$ cat config.mk
export PLATFORM = sky130hd
export DESIGN_NAME = unique_stream_packer
export DESIGN_NICKNAME = d
export VERILOG_FILES = /design/src/rtl/unique_stream_packer.sv
export SDC_FILE = /design/constraint.sdc
export NUM_CORES = 1
export LEC_CHECK = 0
export CAP_MARGIN = 20
export CORE_UTILIZATION = 51
export CTS_CLUSTER_DIAMETER = 30
export DETAILED_ROUTE_END_ITERATION = 12
export PLACE_DENSITY = 0.88
export SLEW_MARGIN = 10
export SYNTH_ARGS = -nofsm -noshare
export SYNTH_HDL_FRONTEND = slang
export SYNTH_SLANG_ARGS = --single-unit
$ cat constraint.sdc
create_clock -name clk -period 3.32 [get_ports clk]
set_input_delay 0.664 -clock clk [delete_from_list [all_inputs] [get_ports clk]]
set_output_delay 0.664 -clock clk [all_outputs]
set_load 0.03 [all_outputs]
$ cat src/rtl/unique_stream_packer.sv
// unique_stream_packer: captures an N-element frame plus keep mask and streams the
// kept elements in ascending index order, then reports how many were emitted.
module unique_stream_packer #(
   parameter int  N     = 8,
   parameter int  WIDTH = 8,
   localparam int IW    = $clog2(N),
   localparam int CW    = $clog2(N + 1)
) (
   input  logic                      clk,
   input  logic                      rst,
   input  logic                      in_valid,
   output logic                      in_ready,
   input  logic [N-1:0][WIDTH-1:0]   in_arr,
   input  logic [N-1:0]              in_keep,
   output logic                      out_valid,
   input  logic                      out_ready,
   output logic [WIDTH-1:0]          out_data,
   output logic [IW-1:0]             out_index,
   output logic                      out_last,
   output logic                      frame_done,
   output logic [CW-1:0]             kept_count
);

   typedef enum logic {IDLE, STREAM} state_t;

   state_t                  state_q, state_d;
   logic [N-1:0][WIDTH-1:0] arr_q;
   logic [N-1:0]            mask_q;
   logic [N-1:0]            rest;
   logic [CW-1:0]           count_q;
   logic [CW-1:0]           kept_count_q;
   logic                    frame_done_q;
   logic                    pend_q;
   logic [IW-1:0]           ptr;
   logic [IW-1:0]           idx;
   logic                    last;
   logic                    beat;
   logic                    accept;
   logic                    empty_in;

   // Lowest set bit of the pending mask selects the next element.
   always_comb begin
      ptr = '0;
      idx = '0;
      for (int unsigned i = 0; i < N; i++) begin
         idx = IW'(N - 1 - i);
         if (mask_q[idx]) ptr = idx;
      end
      rest      = mask_q;
      rest[ptr] = 1'b0;
      last      = (rest == '0);
   end

   always_ff @(posedge clk) begin
      if (rst) state_q <= IDLE;
      else     state_q <= state_d;
   end

   always_comb begin
      state_d = state_q;
      if (beat && last) state_d = IDLE;
      if (accept)       state_d = empty_in ? IDLE : STREAM;
   end

   always_comb begin
      out_valid = (state_q == STREAM);
      out_data  = out_valid ? arr_q[ptr] : '0;
      out_index = out_valid ? ptr : '0;
      out_last  = out_valid && last;
      in_ready  = !rst && ((state_q == IDLE) || (out_valid && out_ready && last));
      beat      = out_valid && out_ready;
      accept    = in_valid && in_ready;
      empty_in  = (in_keep == '0);
   end

   // An empty frame accepted on another frame's last beat would pulse frame_done in the
   // same cycle; pend_q defers its zero-count pulse by one cycle so both are reported.
   always_ff @(posedge clk) begin
      if (rst) begin
         arr_q        <= '0;
         mask_q       <= '0;
         count_q      <= '0;
         frame_done_q <= 1'b0;
         kept_count_q <= '0;
         pend_q       <= 1'b0;
      end else begin
         frame_done_q <= 1'b0;
         if (beat) begin
            mask_q  <= rest;
            count_q <= count_q + CW'(1);
         end
         if (accept) begin
            arr_q   <= in_arr;
            mask_q  <= in_keep;
            count_q <= '0;
         end
         if (beat && last) begin
            frame_done_q <= 1'b1;
            kept_count_q <= count_q + CW'(1);
            pend_q       <= accept && empty_in;
         end else if (pend_q || (accept && empty_in)) begin
            frame_done_q <= 1'b1;
            kept_count_q <= '0;
            pend_q       <= pend_q && accept && empty_in;
         end
      end
   end

   assign frame_done = frame_done_q;
   assign kept_count = kept_count_q;

endmodule

; Word-level counts from Yosys, hierarchy flattened
; Cells that the tools add are included.
; W data, S select, Z words.
[word_totals]
reg_bits = 83
inputBits = 76
output_inout_bits = 19
[classes]
addsub = 1
magnitude_cmp = 2
muxes = 25
bitwise = 3
n_reduce_logical = 18
[ops]
columns = operator, count
row1 = $mux W8, 4
row2 = $mux W3, 9
row3 = $bmux W8 S3, 1
row4 = $logic_not A8 Y1, 2
row5 = $logic_and A1 B1 Y1, 9
row6 = $and A8 B8 Y8, 1
row7 = $mux W1, 8
row8 = $mux W4, 2
row9 = $not A8 Y8, 1
row10 = $reduce_bool A2 Y1, 3
row11 = $add A4 B1 Y4 const B, 1
row12 = $lt A3 B4 Y1 const B, 1
row13 = $demux W1 S3, 1
row14 = $ge A3 B1 Y1 const B, 1
row15 = $logic_or A1 B1 Y1, 2
row16 = $reduce_or A2 Y1, 1
row17 = $logic_not A1 Y1, 1
row18 = $not A1 Y1, 1

; Depth between registers and ports, before layout
; Gate-level depths: netlist of the first run.
[depth]
ltp_word = 23
mapped_depth = 9
mapped_depth_nobuf = 5

; Worst setup path after synthesis of the first run
; No wires, ideal clock.
[synth_timing]
path_type = register to output
from = register mask_q[4]
to = output out_data[1]
t_arrival_ns = 2.301
t_required_ns = 2.656
path_slack_ns = 0.355
stages_incl_launch_ff = 7
path_cell_list = dfxtp_1 -> clkbuf_1 -> or3_1 -> nor3_1 -> nor2_1 -> o22ai_1 -> nor4_1
[synth_via]
elab_chain_cells = 8
[synth_lines]
columns = item, line
row1 = start: declaration, 28  ; logic [N-1:0] mask_q;
row2 = start signal: assignment, 89  ; mask_q <= rest;
row3 = start signal: assignment, 94  ; mask_q <= in_keep;
row4 = $mux W3 (5 in series), 47  ; if (mask_q[idx]) ptr = idx;
row5 = $bmux W8 S3, 67  ; out_data = out_valid ? arr_q[ptr] : '0;
row6 = $mux W8 (not written as such), 67
row7 = $mux W8, 67
row8 = end: declaration, 17  ; output logic [WIDTH-1:0] out_data,
; Every way passes these cells. The select of a mux whose other input is x is not followed.

; Worst setup path in the final report of the first run
[layout_timing]
from = register mask_q[5]
to = output out_data[1]
[layout_via]
elab_chain_cells = 9
[layout_lines]
columns = item, line
row1 = $mux W3 (6 in series), 47
row2 = $bmux W8 S3, 67
row3 = $mux W8 (not written as such), 67
row4 = $mux W8, 67
; Every way passes these cells. The select of a mux whose other input is x is not followed.

==> summary.md, run 1 <==
| Metric | Value |
|---|---|
| Min Tclk post-route | `3.129 ns` |
| H-Tree Depth | `3` |
| Max cap viols | `0` |
| Final nets | `589` |
| Setup crit start kind | `flop` |
| Gate Count Post-Synth | `421` |
| Synthesized area per cell | `10.38 µm²` |
| Asr flop ratio synth | `0%` |
| DR DRC count | `0` |
| Area grow syn2layout | `27.57%` |
| Clk sinks | `83` |
| Setup Skew | `0.01316 ns` |
| #FFs+latches synth | `83` |
| Grt total ovfl | `0` |
| Leakage power figure | `2.368 nW` |
| Max VDD drop | `0.2583 mV` |
| Final Hold Fails | `0` |
| Synth unique cells | `46` |
| Fmax | `319.6 MHz` |
| Compound-Gate Fraction of Synth Area | `11.88%` |
| Worst setup EP type | `output port` |
| Die outline width | `94.57 µm` |
| Total Power | `3.271 mW` |
| CTS Buffer Depth | `2` |
| Largest family of logic cells by synthesized area | `multiplexers` |
| Post-CTS Setup Bufs | `0` |
| Worst-Margin Slew | `0.8256 ns` |
| Layout cells sized above 1 | `21.75%` |
| Mux share of post-synthesis cell area | `22.90%` |
| DIE HEIGHT | `94.57 µm` |
| Most frequent cells in the layout | `83 x dfxtp_1, 83 x clkdlybuf4s50_1, 65 x nor2b_1` |
| Reg clk slew, reported paths | `0.08 ns` |
| # diodes | `0` |
| Fillcell total | `631` |
| CTS tree | `done` |
| DR pass1 iterations | `5` |
| Largest net degree at the start of global routing | `82` |
| Global-route wire length before repair | `17.82 mm` |
| WP data required | `2.66 ns` |
| Post-synth EDFFs | `0` |
| Setup TNS | `0 ns` |
| RSZ-0062 raised after global routing | `false` |
| Simple-gate portion of the synthesized area | `19.95%` |
| Worst endpoint data arrival time | `2.46 ns` |
| # rows | `33` |
| Mapped Area | `4370 µm²` |
| Post-route cell area | `5575 µm²` |
| Num CTS Buffers | `9` |
| I/O pins | `95` |
| Setup violators final | `0` |
| Core footprint | `8258 µm²` |
| Post-synthesis net count | `498` |
| XOR/XNOR share of the synthesized area | `1.002%` |
| Post-synthesis sequential area ratio | `38.02%` |
| Crit Path Category | `reg2out` |
| Top_reg_cell synth | `dfxtp_1` |
| Placed cell count | `606` |
| Final ANT Viol Nets | `0` |
| Adder-Cell Fraction of Synth Area | `0.5153%` |
| Placed cell area | `5350 µm²` |
| Die area | `8943 µm²` |
| Post-DP HPWL | `8.074 mm` |
| Layout Cells excl Fill | `620` |
| Slew Viols, Final | `0` |
| Pwr Density | `586.7 nW/µm²` |
| Wire per inst | `17.96 µm` |
| Starting Density | `52.92%` |
| Slew HR | `44.96%` |
| Clk_lat worst skew | `0.36 ns` |
| GPL Wtd Cong | `0.8782` |
| Number of synthesis warnings | `0` |
| PortBufs | `94` |
| Hold crit path type | `reg2reg` |
| Final wirelength | `11.13 mm` |
| Initial antenna violation count | `0` |
| DRT iter0 DRCs | `267` |
| GR Util All Layers | `26.09%` |
| Vias in the first global route | `3558` |
| Vias per cell | `5.626` |
| Routed vias | `3488` |
| Period utilization | `94.24%` |
| Final core utilization | `67.52%` |
| Crit path max fanout | `9` |
| Status | `completed` |
| Root buffer cell | `clkbuf_8` |
==> cell usage after synthesis (all sizes together) (4+ instances only) <==
| cell | count | area (µm²) |
|---|---|---|
| a21oi | 10 | 50.05 |
| a2bb2oi | 4 | 35.03 |
| inv | 4 | 15.01 |
| buf | 13 | 175.2 |
| o31ai | 12 | 90.09 |
| nor2b | 65 | 406.6 |
| nor3 | 5 | 25.02 |
| mux2 | 68 | 991.0 |
| clkbuf | 16 | 60.06 |
| nand3 | 18 | 90.09 |
| nor4 | 8 | 50.05 |
| o21ai | 14 | 70.07 |
| o221ai | 4 | 35.03 |
| o22ai | 8 | 50.05 |
| dfxtp | 83 | 1662 |
| or2 | 4 | 25.02 |
| nand2 | 13 | 65.06 |
| nor2 | 34 | 127.6 |
==> path summary, 6_finish.rpt <==
check                                  start                          to  slack [ns]  cells after the start
hold reg to reg   kept_count[2]$_SDFFE_PP0P_  kept_count[2]$_SDFFE_PP0P_        0.47                      2
hold / removal    kept_count[2]$_SDFFE_PP0P_  kept_count[2]$_SDFFE_PP0P_        0.47                      2
setup / recovery      mask_q[5]$_SDFFE_PP0P_                 out_data[1]        0.19                      7
setup reg to reg      mask_q[0]$_SDFFE_PP0P_      arr_q[25]$_SDFFE_PP0P_        0.70                      7
==> routing by layer <==
layer  vias up  GRT usage (%)  share of wire, %
met5         -              0                 0
met4         0          9.343               2.2
met3        22          5.636               5.9
met2       127          43.84                49
met1      1665          32.87                43
li1       1674              -                 -
==> power by group <==
group / total, mW / internal [mW] / switching (mW)
clock network: 0.804 / 0.437 / 0.366
logic: 1.20 / 0.624 / 0.577
registers: 1.27 / 1.15 / 0.111
total: 3.27 / 2.22 / 1.05
==> critical path, cell delays in order (launching register included) <==
cell and delay (ns):
dfxtp_1 0.62, or3_1 0.26, nor3_1 0.06, nor2_1 0.09, buf_4 0.17, o22ai_1 0.11, nor4_1 0.35, dlygate4sd2_1 0.44
==> registers in the layout (all words and copies together), names as in the netlist <==
signal      count
arr_q          64
count_q         4
frame_done      1
kept_count      4
mask_q          8
out_valid       1
pend_q          1
==> logic make-up (layout without fill, tap and decap cells) <==
| logic type | after synthesis | in the layout |
|---|---|---|
| AO/OA/AOI/OAI | 70 | 70 |
| multiplexers | 69 | 69 |
| adder cells (fa/ha/maj) | 2 | 2 |
| AND/OR/NAND/NOR | 159 | 159 |
| flip-flops | 83 | 83 |
| XOR/XNOR | 5 | 5 |
| buffers and inverters | 33 | 127 |
==> through the flow <==
stage,setup slack [ns],hold WS [ns]
after floorplan,0.3547,0.4446
after global placement,0.2718,0.4545
after detailed placement,0.2179,0.4627
after CTS,0.006954,0.4762
after global routing,0.01103,0.4973
final,0.1911,0.4727
==> area by class of cell <==
type	instances	area, µm²	area share (%)
multi-input cells	305	2474	44.37
flip-flops and latches	83	1662	29.80
repair buffers	109	1080	19.37
clock buffers	10	137.6	2.469
well taps	105	131.4	2.356
clock inverters	4	76.32	1.369
inverters	4	15.01	0.2693
==> timing repair <==
item,CTS,global route
hold buffers,0,0
endpoints found under the setup margin,7,3
pin swaps,0,0
resized for setup,8,3
Note: power is estimated with default switching activity, not from simulation.
==> run 2: changes to the inputs <==
--- a/config.mk
+++ b/config.mk
@@ -8,6 +8,7 @@
 export CAP_MARGIN = 20
 export CORE_UTILIZATION = 51
 export CTS_CLUSTER_DIAMETER = 30
+export CTS_CLUSTER_SIZE = 8
 export DETAILED_ROUTE_END_ITERATION = 12
 export PLACE_DENSITY = 0.88
 export SLEW_MARGIN = 10
==> results of run 2 <==
No change in the layout: final DEF, timing and power equal those of run 1.
==> run 3: changes to the inputs <==
--- a/config.mk
+++ b/config.mk
@@ -6,11 +6,11 @@
 export NUM_CORES = 1
 export LEC_CHECK = 0
 export CAP_MARGIN = 20
-export CORE_UTILIZATION = 51
+export CORE_UTILIZATION = 35
 export CTS_CLUSTER_DIAMETER = 30
 export CTS_CLUSTER_SIZE = 8
 export DETAILED_ROUTE_END_ITERATION = 12
-export PLACE_DENSITY = 0.88
+export PLACE_DENSITY = 0.59
 export SLEW_MARGIN = 10
 export SYNTH_ARGS = -nofsm -noshare
 export SYNTH_HDL_FRONTEND = slang
==> run 3 against run 2 <==
Worst setup slack got worse by 0.028 ns. Sequential power is essentially flat. Combinational power about the same. Non-clock buffer count up 2.
==> summary.md, run 3 (synthesis results as in run 1) <==
| Metric | Value |
|---|---|
| DRT iter0 DRCs | `171 (was 267)` |
| Largest net degree at the start of global routing | `81 (was 82)` |
| Area grow syn2layout | `31.46% (was 27.57%)` |
| Clk_lat worst skew | `0.34 ns (was 0.36 ns)` |
| Max cap viols | `0 (unchanged)` |
| Final nets | `591 (was 589)` |
| Most frequent cells in the layout | `83 x dfxtp_1, 83 x clkdlybuf4s50_1, 65 x nor2b_1 (unchanged)` |
| H-Tree Depth | `3 (unchanged)` |
| Crit path max fanout | `9 (unchanged)` |
| Final ANT Viol Nets | `0 (unchanged)` |
| Reg with most FFs | `arr_q (unchanged)` |
| Final wirelength | `11.22 mm (was 11.13 mm)` |
| Post-DP HPWL | `8.299 mm (was 8.074 mm)` |
| Global-route wire length before repair | `17.92 mm (was 17.82 mm)` |
| Grt total ovfl | `0 (unchanged)` |
| Fmax | `316.7 MHz (was 319.6 MHz)` |
| Leakage power figure | `2.392 nW (was 2.368 nW)` |
| Num CTS Buffers | `9 (unchanged)` |
| DR DRC count | `0 (unchanged)` |
| Reg clk slew, reported paths | `0.06 ns (was 0.08 ns)` |
| DIE HEIGHT | `113.7 µm (was 94.57 µm)` |
| CTS Buffer Depth | `2 (unchanged)` |
| Largest regs | `arr_q: 64 flops, mask_q: 8 flops (unchanged)` |
| Root buffer cell | `clkbuf_16 (was clkbuf_8)` |
| Worst setup EP type | `output port (unchanged)` |
| Die outline width | `113.7 µm (was 94.57 µm)` |
| Core footprint | `12110 µm² (was 8258 µm²)` |
| Status | `completed (unchanged)` |
| Initial antenna violation count | `0 (unchanged)` |
| Worst endpoint data arrival time | `2.49 ns (was 2.46 ns)` |
| WP data required | `2.66 ns (about the same)` |
| Setup violators final | `0 (unchanged)` |
| # diodes | `0 (unchanged)` |
| Wire per inst | `16.33 µm (was 17.96 µm)` |
| PortBufs | `94 (unchanged)` |
| Min Tclk post-route | `3.157 ns (was 3.129 ns)` |
| Clk sinks | `83 (unchanged)` |
| RSZ-0062 raised after global routing | `false (unchanged)` |
| Setup Skew | `0.01052 ns (was 0.01316 ns)` |
| Slew HR | `42.73% (was 44.96%)` |
| Max VDD drop | `0.2510 mV (was 0.2583 mV)` |
| Worst-Margin Slew | `0.8591 ns (was 0.8256 ns)` |
| Final Hold Fails | `0 (unchanged)` |
| DR pass1 iterations | `4 (was 5)` |
| I/O pins | `95 (unchanged)` |
| Placed cell count | `671 (was 606)` |
| Vias in the first global route | `3391 (was 3558)` |
| Slew Viols, Final | `0 (unchanged)` |
| # rows | `40 (was 33)` |
| Final core utilization | `47.44% (was 67.52%)` |
| Crit Path Category | `reg2out (unchanged)` |
| Routed vias | `3352 (was 3488)` |
| Die area | `12940 µm² (was 8943 µm²)` |
| Vias per cell | `4.879 (was 5.626)` |
| Layout Cells excl Fill | `687 (was 620)` |
| Setup crit start kind | `flop (unchanged)` |
| Starting Density | `36.08% (was 52.92%)` |
| Period utilization | `95.10% (was 94.24%)` |
| Pwr Density | `606.9 nW/µm² (was 586.7 nW/µm²)` |
| Total Power | `3.487 mW (was 3.271 mW)` |
| Final hold slack | `0.4707 ns (was 0.4727 ns)` |
| Hold crit path type | `reg2reg (unchanged)` |
| Max reg flops | `64 (unchanged)` |
| Fillcell total | `1167 (was 631)` |
| Layout cells sized above 1 | `21.97% (was 21.75%)` |
| GR Util All Layers | `18.16% (was 26.09%)` |
| Setup TNS | `0 ns (unchanged)` |
| CTS tree | `done (unchanged)` |
| GPL Wtd Cong | `0.8196 (was 0.8782)` |
## run 3: layer usage
| metal | track usage (%) | up-vias | share of wire [%] |
|---|---|---|---|
| met5 | 0 | - | 0 |
| met3 | 3.507 | 10 | 4.0 |
| met4 | 7.368 | 0 | 1.7 |
| met2 | 27.85 | 80 | 45 |
| li1 | - | 1681 | - |
| met1 | 25.00 | 1581 | 50 |
## run 3: path summary, 6_finish.rpt
check / start / endpoint / slack [ns] / depth (start not counted)
min reg2reg: pend_q$_SDFFE_PP0P_ / pend_q$_SDFFE_PP0P_ / 0.47 / 2
min: pend_q$_SDFFE_PP0P_ / pend_q$_SDFFE_PP0P_ / 0.47 / 2
max reg2reg: mask_q[0]$_SDFFE_PP0P_ / arr_q[46]$_SDFFE_PP0P_ / 0.81 / 6
max: mask_q[0]$_SDFFE_PP0P_ / out_data[7] / 0.16 / 6
## run 3: timing repair
action	4_1_cts	5_1_grt
setup endpoints to repair	8	0
hold buffers	0	0
gates resized for setup	10	0
setup buffers	0	0
## run 3: metrics by stage
stage	area, µm²	setup slack (ns)
4_1_cts	5746	0.1516
3_5_place_dp	5444	0.1080
6_report	5746	0.1626
3_3_place_gp	5444	0.1602
5_1_grt	5746	0.04984
2_1_floorplan	4370	0.3547
## run 3: worst max-delay path, stage by stage, from the launching register on
cell,delay (ns)
dfxtp_1,0.37
or4_4,0.63
nor4_2,0.25
nand2b_1,0.19
o221ai_1,0.24
nor3_1,0.11
dlygate4sd2_1,0.37
## run 3: where the power goes
part | internal [mW] | leakage [nW] | switching, mW
logic | 0.624 | 1.56 | 0.570
registers | 1.16 | 0.685 | 0.109
clock network | 0.626 | 0.146 | 0.401
## run 3: final cells by class
cell class | count | area (µm²) | area share (%)
sequential | 83 | 1662 | 28.92
clock inverter | 3 | 46.29 | 0.8057
inverter | 4 | 15.01 | 0.2613
clock buffer | 13 | 260.3 | 4.530
timing repair buffer | 111 | 1087 | 18.92
multi-input combinational | 305 | 2465 | 42.90
tap | 168 | 210.2 | 3.659
